--- config.mk ---
export PLATFORM = sky130hd
export DESIGN_NAME = cmp_operand_sweep
export DESIGN_NICKNAME = d
export VERILOG_FILES = /design/src/rtl/cmp_sweep_pkg.sv /design/src/rtl/sweep_pair_counter.sv /design/src/rtl/cmp_operand_sweep.sv
export SDC_FILE = /design/constraint.sdc
export NUM_CORES = 1
export LEC_CHECK = 0
export BUFFER_PORTS_ARGS = -buffer_cell sky130_fd_sc_hd__buf_2
export CORE_UTILIZATION = 50
export CTS_CLUSTER_SIZE = 24
export DETAILED_ROUTE_END_ITERATION = 10
export GPL_TIMING_DRIVEN = 0
export HOLD_SLACK_MARGIN = 0.03
export PLACE_DENSITY = 0.76
export SLEW_MARGIN = 20
export SYNTH_ARGS = -nofsm -noshare
export SYNTH_HDL_FRONTEND = slang
export SYNTH_HIERARCHICAL = 1
export SYNTH_SLANG_ARGS = --single-unit
export TNS_END_PERCENT = 30
--- constraint.sdc ---
create_clock -name clk -period 2.6 [get_ports clk]
set_input_delay 0.26 -clock clk [delete_from_list [all_inputs] [get_ports clk]]
set_output_delay 0.26 -clock clk [all_outputs]
set_load 0.02 [all_outputs]
--- src/rtl/cmp_sweep_pkg.sv ---
// cmp_sweep_pkg: shared state encoding, default width and operand-max helper
package cmp_sweep_pkg;
    typedef enum logic [1:0] {IDLE = 2'd0, RUN = 2'd1, DONE = 2'd2} state_t;
    localparam int CMP_W = 5;
    function automatic int max_operand(input int w);
        return (1 << w) - 1;
    endfunction
endpackage

--- src/rtl/sweep_pair_counter.sv ---
// sweep_pair_counter: nested-wrap (a outer, b inner) operand counter
module sweep_pair_counter
    import cmp_sweep_pkg::*;
#(
    parameter int W = CMP_W
) (
    input  logic         clk,
    input  logic         rst,
    input  logic         clr,
    input  logic         inc,
    output logic [W-1:0] a,
    output logic [W-1:0] b,
    output logic         at_max
);
    localparam logic [W-1:0] MAX = W'(max_operand(W));
    logic [W-1:0] a_q, b_q;
    // b steps every increment; a steps only when b wraps from max
    always_ff @(posedge clk) begin
        if (rst || clr) begin
            a_q <= '0;
            b_q <= '0;
        end else if (inc) begin
            b_q <= b_q + 1'b1;
            a_q <= (b_q == MAX) ? a_q + 1'b1 : a_q;
        end
    end
    assign a      = a_q;
    assign b      = b_q;
    assign at_max = (a_q == MAX) && (b_q == MAX);
endmodule

--- src/rtl/cmp_operand_sweep.sv ---
// cmp_operand_sweep: exhaustive (a, b) operand generator with valid/ready output
module cmp_operand_sweep
    import cmp_sweep_pkg::*;
#(
    parameter int W     = CMP_W,
    parameter int CNT_W = 2 * W + 1
) (
    input  logic             clk,
    input  logic             rst,
    input  logic             start,
    input  logic             abort,
    input  logic             out_ready,
    output logic             out_valid,
    output logic [W-1:0]     a,
    output logic [W-1:0]     b,
    output logic             last,
    output logic             busy,
    output logic             done,
    output logic [CNT_W-1:0] pair_count
);
    state_t           state_q, state_d;
    logic             out_valid_q, out_valid_d;
    logic [CNT_W-1:0] pair_count_q, pair_count_d;
    logic             clr, inc, at_max, fire;

    assign fire = out_valid_q && out_ready;

    sweep_pair_counter #(.W(W)) u_cnt (
        .clk    (clk),
        .rst    (rst),
        .clr    (clr),
        .inc    (inc),
        .a      (a),
        .b      (b),
        .at_max (at_max)
    );

    // state, handshake valid and transfer count registers
    always_ff @(posedge clk) begin
        if (rst) begin
            state_q      <= IDLE;
            out_valid_q  <= 1'b0;
            pair_count_q <= '0;
        end else begin
            state_q      <= state_d;
            out_valid_q  <= out_valid_d;
            pair_count_q <= pair_count_d;
        end
    end

    // next state: abort wins, the last transfer freezes a/b at (max, max)
    always_comb begin
        state_d      = state_q;
        out_valid_d  = out_valid_q;
        pair_count_d = pair_count_q;
        clr          = 1'b0;
        inc          = 1'b0;
        if (state_q == RUN) begin
            pair_count_d = pair_count_q + {{(CNT_W-1){1'b0}}, fire};
            if (abort) begin
                state_d     = IDLE;
                out_valid_d = 1'b0;
            end else if (fire && at_max) begin
                state_d     = DONE;
                out_valid_d = 1'b0;
            end else begin
                inc = fire;
            end
        end else if (abort) begin
            state_d = IDLE;
        end else if (start) begin
            state_d      = RUN;
            out_valid_d  = 1'b1;
            pair_count_d = '0;
            clr          = 1'b1;
        end
    end

    assign out_valid  = out_valid_q;
    assign last       = out_valid_q && at_max;
    assign busy       = (state_q == RUN);
    assign done       = (state_q == DONE);
    assign pair_count = pair_count_q;
endmodule

==> impl_metrics.env <==
export IMPL_numCtsBuffers=3
export IMPL_std_cell_rows=17
export IMPL_grt_pass1_wl_um=4230
export IMPL_ant_nets=0
export IMPL_syn_nets=143
export IMPL_synth_top_area_share_pct=41.6
export IMPL_period_needed_ns=2.37
export IMPL_syn_to_final_growth_pct=19.3
export IMPL_yosysMostFrequentCell="dfxtp_1"
export IMPL_synth_top_area_cell="dfxtp_1"
export IMPL_hold_class="in -> reg"
export IMPL_cts_sinks=24
export IMPL_power_density_nw_per_um2=440
export IMPL_synthTopCellsByCount="dfxtp_1 (24), nor2_1 (16), nand2_1 (11), a21oi_1 (10), o21ai_0 (8)"
export IMPL_drtIter0Drc=30
export IMPL_max_clock_freq_ghz=0.422
export IMPL_wl_per_cell_um=12.6
export IMPL_netlist_area_um2=1160
export IMPL_clkPwrFrac_pct=32.6
export IMPL_drive_gt1_share_pct=26.1
export IMPL_combPwrFrac_pct=6.1
export IMPL_cp_end_kind="register"
export IMPL_r2r_start="u_cnt/b[0]"
export IMPL_hp_start="abort"
export IMPL_setup_tns_ns=0
export IMPL_io_pin_count=30
export IMPL_clockBufferDepth=2
export IMPL_synth_ff_latch_count=24
export IMPL_drc_errors=0
export IMPL_io_buffers=29
export IMPL_switching_share_pct=22.9
export IMPL_core_um2=2190
export IMPL_reg2regPathDepth=9
export IMPL_path_clk_slew_ns=0.13
export IMPL_hold_violations=0
export IMPL_crit_path_max_fanout=9
export IMPL_dp_hpwl_um=1800
export IMPL_fp_dieArea_um2=2510
export IMPL_setup_worst_path_start_class="register"
export IMPL_hold_path_depth=2
export IMPL_status="complete, no violations"
export IMPL_arrival_ns=2.62
export IMPL_reg2reg_slack_ns=0.23
export IMPL_yosysWarningCount=6
export IMPL_place_congestion=0.825
export IMPL_dieHeight_um=50.1
export IMPL_max_slew_margin_rel_pct=69.0
export IMPL_drtPass1Iterations=4
export IMPL_synth_top_cells_by_area="dfxtp_1 (42%), ha_1 (6.5%), nor2_1 (5.2%)"
export IMPL_synth_edf_count=0
export IMPL_grt_setup_unrepaired="false"
export IMPL_post_cts_setup_buffer_count=0
export IMPL_seqPwrFrac_pct=61.3
export IMPL_routed_wl_um=2440
export IMPL_fin_crit_sh_pct=91.1
export IMPL_grt_total_usage_pct=21.9
export IMPL_seq_area_frac_synth_pct=41.6
export IMPL_cts_tree="done"
export IMPL_p_leak_nw=0.643
export IMPL_cts_root_buf="clkbuf_4"
export IMPL_tightest_slew_ns=0.465
export IMPL_avgSynthCellArea_um2=8.76
export IMPL_slew_violations=0
export IMPL_hold_buffers=0
export IMPL_viasPerCell=5.44
export IMPL_syn_inst=132
export IMPL_skew_ns=0.00360
export IMPL_finalSetupViolCount=0
export IMPL_chipWidth_um=50.1
export IMPL_fin_cells=193
export IMPL_vias=1050
export IMPL_insertion_delay_ns=0.31
export IMPL_drv_cap=0
export IMPL_path_class="reg -> reg"
export IMPL_p_int_mw=0.468
export IMPL_grt_max_degree=14
export IMPL_antenna_cells=0
export IMPL_cts_max_level=1
export IMPL_synth_ff_type="dfxtp_1"
export IMPL_vdd_ir_drop_max_mv=0.274
export IMPL_gr_total_overflow=0
export IMPL_cts_resized=0
export IMPL_post_synth_num_cell_types=38
export IMPL_postSynth_asyncResetShare_pct=0
export IMPL_dp_cells=189
export IMPL_start_util_pct=52.8
export IMPL_p_sw_mw=0.139
export IMPL_antenna_found_initial=0
export IMPL_nNetsFinal=177
export IMPL_hold_end="state_q[1]"
export IMPL_grt_pass1_vias=981
export IMPL_r2r_end="u_cnt/a[3]"
export IMPL_worstPathRequired_ns=2.85
[worst max-delay path, cell delays in order, from the launching register on]
cell and delay (ns):
dfxtp_1 0.37, ha_1 0.22, and3_1 0.18, ha_1 0.25
and2_2 0.24, nor4b_2 0.30, buf_6 0.19, nand2_4 0.07
or3_1 0.35, a21oi_1 0.14
[cells by family (layout without fill, tap and decap cells)]
logic type                 after synthesis  count (layout)  share of synthesized area (%)
and+or+nand+nor                         61              61                           29.1
AOI/OAI and AO/OA                       25              25                           12.2
DFF                                     24              24                           41.6
xor gates and xnor gates                 7               7                           5.30
buffers and inverters                    7              40                           3.57
adders and majority gates                6               6                           6.49
muxes                                    2               2                           1.73
[per-stage QoR]
step	setup WS, ns	total power, mW	cell area [um^2]	utilization, %	hold slack [ns]
final	0.231	0.607	1380	62.9	0.180
after global routing	0.0907	0.627	1380	62.9	0.177
after CTS	0.120	0.613	1370	62.6	0.158
after detailed placement	0.166	0.416	1340	61.0	0.470
after global placement	0.227	0.416	1340	61.0	0.463
after floorplan	0.251	0.403	1160	-	0.339
[layout make-up]
type	instances	area (um^2)
well taps	28	35.0
repair buffers	29	145
flip-flops and latches	24	480
multi-input cells	101	641
clock buffers	4	36.3
inverters	3	11.3
plain buffers	4	30.0
fillers	211	812
[state kept, by name, summed over array words and instances (netlist names)]
signal	cells
out_valid	1
u_cnt/a	5
pair_count	11
state_q	2
u_cnt/b	5
[per-layer routing]
metal / up-vias / wire [um] / global-route usage, %
met5: - / 0 / 0
met4: 0 / 14 / 8.57
met3: 2 / 109 / 2.78
met2: 34 / 1150 / 35.3
met1: 481 / 1170 / 29.4
li1: 533 / - / -
[worst max path at each step]
stage	depth (start not counted)	slack [ns]	startpoint	endpoint
floorplan	9	0.25	u_cnt/b[0]	u_cnt/a[3]
global placement	9	0.23	u_cnt/b[0]	u_cnt/a[3]
detailed placement	9	0.17	u_cnt/b[0]	u_cnt/a[3]
CTS	9	0.12	u_cnt/b[0]	u_cnt/a[3]
global route	9	0.09	u_cnt/b[0]	u_cnt/a[3]
finish	9	0.23	u_cnt/b[0]	u_cnt/a[3]
[power by group through the flow]
| stage | logic, mW | registers (mW) | clock network (mW) |
|---|---|---|---|
| detailed placement | 0.0360 | 0.380 | 0 |
| global placement | 0.0356 | 0.380 | 0 |
| global route | 0.0418 | 0.372 | 0.212 |
| finish | 0.0369 | 0.372 | 0.198 |
| CTS | 0.0365 | 0.372 | 0.204 |
| floorplan | 0.0223 | 0.381 | 0 |
[placed cells by master, fill, tap and decap left out, types with 5 or more instances in the layout]
| cell | count |
|---|---|
| ha_1 | 6 |
| dfxtp_1 | 24 |
| nand3_1 | 6 |
| nor2_1 | 16 |
| and3_1 | 5 |
| a21oi_1 | 10 |
| nand2_1 | 11 |
| xor2_1 | 6 |
| o21ai_0 | 8 |
| buf_2 | 29 |
(Power assumes the default switching activity.)
